### config.mk
export PLATFORM = sky130hd
export DESIGN_NAME = instr_encode_loader
export DESIGN_NICKNAME = d
export VERILOG_FILES = /design/src/rtl/instr_encode_loader.sv
export SDC_FILE = /design/constraint.sdc
export NUM_CORES = 1
export LEC_CHECK = 0
export ABC_AREA = 0
export ABC_CLOCK_PERIOD_IN_PS = 2000
export CAP_MARGIN = 10
export CORE_MARGIN = 4
export CORE_UTILIZATION = 25
export CTS_CLUSTER_DIAMETER = 50
export DETAILED_ROUTE_END_ITERATION = 6
export DONT_BUFFER_PORTS = 1
export HOLD_SLACK_MARGIN = 0.02
export PLACE_DENSITY = 0.5
export SETUP_SLACK_MARGIN = 0.5
export SYNTH_ARGS = -nofsm -noshare
export SYNTH_HDL_FRONTEND = slang
export SYNTH_SLANG_ARGS = --single-unit
### constraint.sdc
create_clock -name CLK -period 2 [get_ports CLK]
set_clock_uncertainty 0.1 [all_clocks]
set_input_delay 0.6 -clock CLK [delete_from_list [all_inputs] [get_ports CLK]]
set_output_delay 0.6 -clock CLK [all_outputs]
set_load 0.01 [all_outputs]
### src/rtl/instr_encode_loader.sv
// Encodes lw/sw/R/I-ALU/beq descriptions into RV32I words and writes them sequentially into instruction memory.
// Latency: a description accepted at edge k drives IMem_WE during cycle k+1; at most one word every 2 cycles.
// Backpressure: In_Ready is high only in LOAD; the source holds In_Valid and its fields until a transfer.
module instr_encode_loader #(
  parameter int          ADDR_W    = 32,
  parameter logic [ADDR_W-1:0] BASE_ADDR = '0,
  parameter int          DEPTH     = 64,
  localparam int         CW        = $clog2(DEPTH+1)
) (
  input  logic              CLK,
  input  logic              RST,
  input  logic              Start,
  input  logic              In_Valid,
  output logic              In_Ready,
  input  logic              In_Last,
  input  logic [2:0]        Op_Class,
  input  logic [2:0]        Funct3,
  input  logic              Funct7b5,
  input  logic [4:0]        Rd,
  input  logic [4:0]        Rs1,
  input  logic [4:0]        Rs2,
  input  logic [12:0]       Imm,
  output logic              IMem_WE,
  output logic [ADDR_W-1:0] IMem_Addr,
  output logic [31:0]       IMem_WData,
  output logic [CW-1:0]     Count,
  output logic              Done,
  output logic              Full,
  output logic              Err
);

  // Operation classes as presented on Op_Class
  localparam logic [2:0] CLS_LW  = 3'd0;
  localparam logic [2:0] CLS_SW  = 3'd1;
  localparam logic [2:0] CLS_R   = 3'd2;
  localparam logic [2:0] CLS_I   = 3'd3;
  localparam logic [2:0] CLS_BEQ = 3'd4;

  // Major opcodes of the supported instruction classes
  localparam logic [6:0] OPC_LW  = 7'b0000011;
  localparam logic [6:0] OPC_SW  = 7'b0100011;
  localparam logic [6:0] OPC_R   = 7'b0110011;
  localparam logic [6:0] OPC_I   = 7'b0010011;
  localparam logic [6:0] OPC_BEQ = 7'b1100011;

  typedef enum logic [1:0] {
    IDLE  = 2'd0,
    LOAD  = 2'd1,
    WRITE = 2'd2,
    DONE  = 2'd3
  } state_t;

  state_t          state;
  logic            last_q;
  logic [31:0]     enc_word;
  logic            enc_legal;
  logic [CW-1:0]   count_nxt;
  logic [ADDR_W-1:0] addr_nxt;

  // Branch offsets are always even, so Imm[0] carries no information
  logic unused_imm0;
  assign unused_imm0 = Imm[0];

  assign count_nxt = Count + CW'(1);
  assign addr_nxt  = IMem_Addr + ADDR_W'(4);

  // Combinational encoder: maps the current description to its RV32I word
  always_comb begin
    enc_word  = 32'h0;
    enc_legal = 1'b1;
    case (Op_Class)
      CLS_LW:  enc_word = {Imm[11:0], Rs1, 3'b010, Rd, OPC_LW};
      CLS_SW:  enc_word = {Imm[11:5], Rs2, Rs1, 3'b010, Imm[4:0], OPC_SW};
      CLS_R:   enc_word = {1'b0, Funct7b5, 5'b00000, Rs2, Rs1, Funct3, Rd, OPC_R};
      CLS_I:   enc_word = {Imm[11:0], Rs1, Funct3, Rd, OPC_I};
      CLS_BEQ: enc_word = {Imm[12], Imm[10:5], Rs2, Rs1, 3'b000, Imm[4:1], Imm[11], OPC_BEQ};
      default: enc_legal = 1'b0;
    endcase
  end

  // Session FSM; every output is a register updated alongside the state
  always_ff @(posedge CLK) begin
    if (!RST) begin
      state      <= IDLE;
      last_q     <= 1'b0;
      In_Ready   <= 1'b0;
      IMem_WE    <= 1'b0;
      IMem_Addr  <= BASE_ADDR;
      IMem_WData <= 32'h0;
      Count      <= '0;
      Done       <= 1'b0;
      Full       <= 1'b0;
      Err        <= 1'b0;
    end else begin
      case (state)
        IDLE, DONE: begin
          if (Start) begin
            state     <= LOAD;
            In_Ready  <= 1'b1;
            Done      <= 1'b0;
            Full      <= 1'b0;
            Err       <= 1'b0;
            Count     <= '0;
            IMem_Addr <= BASE_ADDR;
          end
        end
        LOAD: begin
          if (In_Valid) begin
            if (enc_legal) begin
              state      <= WRITE;
              IMem_WData <= enc_word;
              last_q     <= In_Last;
              In_Ready   <= 1'b0;
              IMem_WE    <= 1'b1;
            end else begin
              // Illegal class: flag it, drop it, keep the address where it is
              Err <= 1'b1;
              if (In_Last) begin
                state    <= DONE;
                In_Ready <= 1'b0;
                Done     <= 1'b1;
              end
            end
          end
        end
        WRITE: begin
          IMem_WE   <= 1'b0;
          IMem_Addr <= addr_nxt;
          Count     <= count_nxt;
          if (count_nxt == CW'(DEPTH)) begin
            state <= DONE;
            Full  <= 1'b1;
            Done  <= 1'b1;
          end else if (last_q) begin
            state <= DONE;
            Done  <= 1'b1;
          end else begin
            state    <= LOAD;
            In_Ready <= 1'b1;
          end
        end
        default: state <= IDLE;
      endcase
    end
  end

endmodule

==> impl_metrics.env, run 1 <==
export IMPL_status="complete, but fails checks"
export IMPL_violations="negative setup slack"
export IMPL_critPathKind="reg -> reg"
export IMPL_pwr_share_seq_pct=32.3
export IMPL_synthArstFlopShare_pct=0
export IMPL_dp_hpwl_um=7752
export IMPL_clkTransAtPathRegs_ns=0.06
export IMPL_multi_input_area_mm2=0.002638
export IMPL_wl_um=11810
export IMPL_final_max_slew_violation_count=0
export IMPL_period_share_pct=103.0
export IMPL_fmax_mhz=485.6
export IMPL_cts_tree="done"
export IMPL_globalplace_congestion=0.8216
export IMPL_antenna_found_initial=0
export IMPL_cp_arrival_ns=2.24
export IMPL_wl_per_cell_um=17.63
export IMPL_syn_avg_cell_area_um2=8.282
export IMPL_overflow=0
export IMPL_drc_errors=0
export IMPL_place_inst=617
export IMPL_hold_violations=0
export IMPL_area_delta_synth_final_pct=65.23
export IMPL_synth_main_ff_cell="dfxtp_1"
export IMPL_drt_initial_drc_count=156
export IMPL_antenna_cells_inserted=0
export IMPL_synth_edf_count=0
export IMPL_drt_pass1_iterations=4
export IMPL_setup_slack_ns=-0.05926
export IMPL_seqCellArea_mm2=0.001536
export IMPL_switching_share_pct=32.27
export IMPL_num_rows=42
export IMPL_dieHeight_um=125.7
export IMPL_fp_dieW_um=125.7
export IMPL_dpl_cell_area_mm2=0.004121
export IMPL_slowest_stage="or4_4"
export IMPL_cp_required_ns=2.18
export IMPL_fin_cells=670
export IMPL_setup_tns_final_ns=-0.05926
export IMPL_cts_sinks=74
export IMPL_grt_setup_unrepaired="true"
export IMPL_ys_types=55
export IMPL_synth_warning_count=0
export IMPL_ant_nets=0
export IMPL_fin_area_mm2=0.005720
export IMPL_slew_headroom_pct=60.33
export IMPL_clkPwrFrac_pct=30.3
export IMPL_powerDensity_mw_per_mm2=936.1
export IMPL_hp_class="in -> reg"
export IMPL_ys_seq_area_share_pct=42.79
export IMPL_combPwrFrac_pct=37.4
export IMPL_max_stage_delay_ns=0.46
export IMPL_grt_pass1_vias=3431
export IMPL_start_util_pct=25.84
export IMPL_worstMarginPinSlew_ns=0.5950
export IMPL_dieArea_mm2=0.01580
export IMPL_timing_critical_path_to_type="register"
export IMPL_utilization_pct=42.69
export IMPL_layout_drive_gt1_share_pct=55.26
export IMPL_power_switching_uw=1728
export IMPL_power_leakage_uw=0.002031
export IMPL_startpoint_type="register"
export IMPL_preCtsSetupSlack_ns=-0.02762
export IMPL_cts_made_buffers=9
export IMPL_cts_root_buf="clkbuf_16"
export IMPL_grt_pass1_wl_um=18290
export IMPL_cp_cell_sequence="inv_2, ha_4, mux2_4, nand3_4, or4_4, or3_4, a21oi_2"
export IMPL_min_period_ns=2.059
export IMPL_num_io_pins=116
export IMPL_path_max_fanout=5
export IMPL_p_int_uw=3627
export IMPL_vias=3429
export IMPL_fillCellCount=1294
export IMPL_irDropWorstVdd_uv=488.0
export IMPL_htreeDepth=3
export IMPL_setup_viol=1
export IMPL_clockBufferDepth=2
export IMPL_grt_max_degree=25
export IMPL_worst_skew_pair_late_latency_ns=0.35
export IMPL_ys_ff_latch=74
export IMPL_finalNetCount=533
export IMPL_maxCapViolations=0
export IMPL_portBuffers=0
export IMPL_grtUsageTotal_pct=14.43
export IMPL_design_core_area_mm2=0.01340
export IMPL_syn_inst=418
export IMPL_synth_area_mm2=0.003462
export IMPL_vias_per_cell=5.118
routing by layer:
metal	up-vias	wire length, um	global-route usage (%)
met5	-	0	0
met4	0	292	6.122
met3	23	1102	6.901
met2	105	5551	22.62
met1	1662	4867	16.90
li1	1639	-	-
power groups by stage:
stage	Sequential (uW)	Clock, uW	Combinational, uW
6_report	1730	1620	2000
5_1_grt	1750	1740	2140
4_1_cts	1730	1650	1690
3_5_place_dp	1750	0	998
3_3_place_gp	1750	0	978
2_1_floorplan	1720	0	777
synth_stat cells, types with 2 or more instances:
cell	n	area share, %
o21a_1	2	0.43
a22oi_1	12	2.6
and4_1	2	0.51
a31oi_1	7	1.3
inv_1	9	0.98
mux2i_1	5	1.4
o211a_1	5	1.4
a211oi_1	4	0.87
o221ai_1	5	1.3
buf_1	2	0.22
nor4_1	4	0.72
o21ai_0	16	2.3
and3_1	9	1.6
ha_1	4	1.4
nor2_1	41	4.4
xnor2_1	11	2.8
buf_4	5	1.1
clkbuf_1	16	1.7
or3_1	6	1.1
nand3_1	24	3.5
nor2b_1	5	0.90
and2_1	4	0.72
a21oi_1	37	5.3
nor3_1	13	1.9
nand4_1	7	1.3
nand2_1	53	5.7
dfxtp_1	74	43
xor2_1	9	2.3
through the flow:
step,power (uW),hold WS [ns]
after floorplan,2498,0.3361
after global placement,2729,0.3671
after detailed placement,2750,0.3752
after CTS,5064,0.2704
after global routing,5626,0.2608
final,5355,0.2741
area by class of cell:
| class | count | area share, % |
|---|---|---|
| repair buffers | 82 | 17.45 |
| flip-flops and latches | 74 | 26.86 |
| multi-input cells | 313 | 46.11 |
| clock buffers | 11 | 4.068 |
| well taps | 176 | 3.850 |
| clock inverters | 5 | 0.9624 |
| inverters | 9 | 0.6999 |
final timing paths:
path / from / endpoint / slack (ns) / cells after the start
worst max register to register: state[0]$_SDFFE_PN0P_ / IMem_Addr[28]$_SDFFE_PN0P_ / -0.06 / 7
worst min-delay path: Rs1[2] / IMem_WData[17]$_SDFFE_PN0P_ / 0.27 / 2
worst min register to register: last_q$_SDFFE_PN0P_ / last_q$_SDFFE_PN0P_ / 0.40 / 2
worst max-delay path: state[0]$_SDFFE_PN0P_ / IMem_Addr[28]$_SDFFE_PN0P_ / -0.06 / 7
state kept, by name, summed over array words and instances, names as in the netlist:
| register | flops |
|---|---|
| Done | 1 |
| last_q | 1 |
| Err | 1 |
| Full | 1 |
| IMem_WE | 1 |
| IMem_WData | 29 |
| IMem_Addr | 30 |
| Count | 7 |
| state | 2 |
| In_Ready | 1 |
logic make-up (layout without fill, tap and decap cells):
logic type / after synthesis / after routing / share of synthesized area, %
other: 1 / 4 / 0.1083
DFF: 74 / 74 / 42.79
xor gates and xnor gates: 20 / 20 / 5.060
muxes: 6 / 6 / 1.879
AOI/OAI and AO/OA: 97 / 97 / 17.78
adders and majority gates: 4 / 4 / 1.446
and+or+nand+nor: 182 / 182 / 26.46
buffers and inverters: 34 / 107 / 4.481
what timing repair did:
action                                  4_1_cts  5_1_grt
pin swaps                                    42       36
endpoints found under the hold margin         0        0
endpoints found under the setup margin      109      107
hold buffers                                  0        0
gates cloned                                  5        2
buffers inserted                             18       12
resized for setup                           143       92
placed cells by master, fill, tap and decap left out, types with 4 or more instances in the layout:
cell       count
nand3_1        9
o211a_1        5
buf_16         5
clkbuf_16     11
o21ai_2        4
buf_8          5
a21oi_2       30
nand2_4        7
buf_6         36
nor2_1        33
nand3_2        6
nand2_1       37
buf_4         28
nor3_2         8
conb_1         4
nor2_2         5
and2_1         4
o21ai_0        8
buf_12         6
nand2_2        8
and3_4         4
dfxtp_2       38
xor2_1         9
nand3_4       11
inv_1          5
a31oi_1        7
a22oi_1       10
a21oi_1        7
or3_4          5
dfxtp_1       34
o221ai_2       4
and3_1         5
nor2b_1        4
nand4_1        7
xnor2_1       10
critical path: cells and delay by family, from the launching register on:
family          cells  cell delay [ns]
compound gates      1             0.15
fa+ha+maj           1             0.25
buf+inv             1             0.05
flops               1             0.34
mux                 1             0.22
simple gates        3             0.88
Note: power is estimated with default switching activity, not from simulation.
==> run 2, diff against run 1 <==
--- a/config.mk
+++ b/config.mk
@@ -7,7 +7,8 @@
 export LEC_CHECK = 0
 export ABC_AREA = 0
 export ABC_CLOCK_PERIOD_IN_PS = 2000
-export CAP_MARGIN = 10
+export CAP_MARGIN = 40
+export CORE_ASPECT_RATIO = 1.2
 export CORE_MARGIN = 4
 export CORE_UTILIZATION = 25
 export CTS_CLUSTER_DIAMETER = 50
@@ -15,6 +16,7 @@
 export DONT_BUFFER_PORTS = 1
 export HOLD_SLACK_MARGIN = 0.02
 export PLACE_DENSITY = 0.5
+export RECOVER_POWER = 25
 export SETUP_SLACK_MARGIN = 0.5
 export SYNTH_ARGS = -nofsm -noshare
 export SYNTH_HDL_FRONTEND = slang
==> run 2 against run 1 <==
  * The run now ends clean
  * Critical path depth is the same
  * Cell area decreased by 0.85%
  * Register-to-register slack improved by 0.09 ns
  * Utilization down 0.40 points
  * Setup slack better by 0.091 ns
  * Largest cell class unchanged
  * Final cell count shrank 0.75%
  * Critical endpoint unchanged
  * First-iteration DRC count unchanged
  * Clock-buffer cell count is 2 lower
  * Power up 4.1%
  * Global-route usage is 0.37 points higher
  * Sequential share of layout area is 0.19 points higher
  * Fmax grew 4.6%
==> impl_metrics.env, run 2 (synthesis results as in run 1) <==
export IMPL_drt_pass1_iterations=4
export IMPL_power_switching_uw=1707
export IMPL_drc_errors=0
export IMPL_dpl_cell_area_mm2=0.004131
export IMPL_grtUsageTotal_pct=14.80
export IMPL_layout_common_cells="buf_6 (45), dfxtp_1 (38), dfxtp_2 (33)"
export IMPL_r2r_slack_ns=0.03
export IMPL_layout_drive_gt1_share_pct=53.52
export IMPL_clkPwrFrac_pct=33.4
export IMPL_timing_critical_path_to_type="register"
export IMPL_critPathKind="reg -> reg"
export IMPL_grt_pass1_wl_um=18400
export IMPL_start_util_pct=25.82
export IMPL_utilization_pct=42.29
export IMPL_p_int_uw=3869
export IMPL_dp_hpwl_um=7934
export IMPL_grt_max_degree=22
export IMPL_cp_arrival_ns=2.14
export IMPL_top_register="IMem_Addr"
export IMPL_min_period_ns=1.968
export IMPL_holdPathEnd="IMem_WData[15]$_SDFFE_PN0P_"
export IMPL_final_common_cell="buf_6"
export IMPL_status="finished, final reports clean"
export IMPL_dieHeight_um=136.9
export IMPL_period_share_pct=98.40
export IMPL_r2r_end="IMem_Addr[28]$_SDFFE_PN0P_"
export IMPL_slew_headroom_pct=65.24
export IMPL_cts_root_buf="clkbuf_16"
export IMPL_globalplace_congestion=0.7859
export IMPL_antenna_cells_inserted=0
export IMPL_pwr_share_seq_pct=31.1
export IMPL_fillCellCount=1303
export IMPL_worst_skew_pair_late_latency_ns=0.33
export IMPL_r2r_cells=7
export IMPL_drt_initial_drc_count=156
export IMPL_num_rows=46
export IMPL_rr_startpoint="state[0]$_SDFFE_PN0P_"
export IMPL_portBuffers=0
export IMPL_clkTransAtPathRegs_ns=0.06
export IMPL_path_max_fanout=5
export IMPL_hp_class="in -> reg"
export IMPL_startpoint_type="register"
export IMPL_worstMarginPinSlew_ns=0.5214
export IMPL_switching_share_pct=30.62
export IMPL_finalNetCount=536
export IMPL_final_max_slew_violation_count=0
export IMPL_area_delta_synth_final_pct=63.82
export IMPL_powerDensity_mw_per_mm2=983.2
export IMPL_hold_start="Rs1[0]"
export IMPL_overflow=0
export IMPL_cts_tree="done"
export IMPL_wl_per_cell_um=18.03
export IMPL_wl_um=11990
export IMPL_fp_dieW_um=115.4
export IMPL_fin_area_mm2=0.005672
export IMPL_vias_per_cell=5.161
export IMPL_cts_made_buffers=9
export IMPL_largest_register_ffs=30
export IMPL_setup_viol=0
export IMPL_irDropWorstVdd_uv=469.0
export IMPL_cts_sinks=74
export IMPL_num_io_pins=116
export IMPL_antenna_found_initial=0
export IMPL_dieArea_mm2=0.01580
export IMPL_fmax_mhz=508.2
export IMPL_ant_nets=0
export IMPL_design_core_area_mm2=0.01341
export IMPL_reg_largest_list="IMem_Addr (30), IMem_WData (29), Count (7)"
export IMPL_clockBufferDepth=2
export IMPL_combPwrFrac_pct=35.4
export IMPL_vias=3432
export IMPL_cp_required_ns=2.17
export IMPL_worst_hold_path_num_cells=2
export IMPL_power_leakage_uw=0.002052
export IMPL_htreeDepth=3
export IMPL_grt_setup_unrepaired="true"
export IMPL_grt_pass1_vias=3483
export IMPL_maxCapViolations=0
export IMPL_hold_violations=0
-- run 2: cell types whose count changed in the layout (fill, tap and decap cells not counted), sizes merged --
cell,delta
clkinv,+2
buf,+4
clkinvlp,-2
bufinv,+2
and3,+1
clkbuf,-4
-- run 2: cell type report --
cell class	instances	area (um^2)	share of cell area (%)
clock buffer	9	225.2	3.971
clock inverter	7	117.6	2.074
inverter	9	40.04	0.7059
multi-input combinational	314	2557	45.09
sequential	74	1534	27.05
tap	168	210.2	3.706
timing repair buffer	84	987.2	17.41
-- run 2: power groups by stage --
| stage | combinational (uW) | sequential [uW] | clock (uW) |
|---|---|---|---|
| after floorplan | 777 | 1720 | 0 |
| after global placement | 1000 | 1760 | 0 |
| after detailed placement | 1010 | 1760 | 0 |
| after CTS | 1770 | 1730 | 1930 |
| after global routing | 2110 | 1750 | 1970 |
| final | 1980 | 1740 | 1870 |
-- run 2: per-layer routing --
layer	wire length [um]	part of all wire [%]	global-route usage [%]	vias up
met5	0	0	0	-
met4	140	1.2	4.501	0
met3	1072	8.9	6.236	16
met2	6150	51	25.51	104
met1	4625	39	16.50	1663
li1	-	-	-	1649
-- run 2: repair_timing --
| item | CTS | global route |
|---|---|---|
| pin swaps | 24 | 22 |
| cloned | 7 | 0 |
| setup endpoints to repair | 109 | 96 |
| hold buffers | 0 | 0 |
| resized for setup | 128 | 96 |
| buffers inserted | 30 | 2 |
-- run 2: per-stage QoR --
stage / total power (uW) / setup TNS [ns] / hold WS, ns / std cells / setup WS (ns)
CTS: 5426 / 0 / 0.2703 / 663 / 0.02609
detailed placement: 2771 / -0.007826 / 0.3753 / 610 / -0.005883
global route: 5830 / -0.4140 / 0.2742 / 665 / -0.07796
finish: 5576 / 0 / 0.2816 / 665 / 0.03209
floorplan: 2498 / -0.06926 / 0.3361 / 421 / -0.03464
global placement: 2761 / 0 / 0.3554 / 610 / 0.03836
-- run 2: how the worst max path moves through the flow --
stage                                      from                          to  cells past startpoint
after floorplan           state[0]$_SDFFE_PN0P_  IMem_Addr[30]$_SDFFE_PN0P_                      7
after global placement    state[0]$_SDFFE_PN0P_  IMem_Addr[30]$_SDFFE_PN0P_                      7
after detailed placement  state[0]$_SDFFE_PN0P_  IMem_Addr[30]$_SDFFE_PN0P_                      7
after CTS                 state[0]$_SDFFE_PN0P_  IMem_Addr[30]$_SDFFE_PN0P_                      7
after global routing      state[0]$_SDFFE_PN0P_  IMem_Addr[15]$_SDFFE_PN0P_                     10
final                     state[0]$_SDFFE_PN0P_  IMem_Addr[28]$_SDFFE_PN0P_                      7
-- run 2: critical path, stage by stage, from the launching register on --
cell and delay [ns]:
dfxtp_2 0.33, inv_2 0.05, ha_4 0.24, mux2_4 0.22, nand3_4 0.07, or4_4 0.45
or3_4 0.34, a21oi_2 0.11
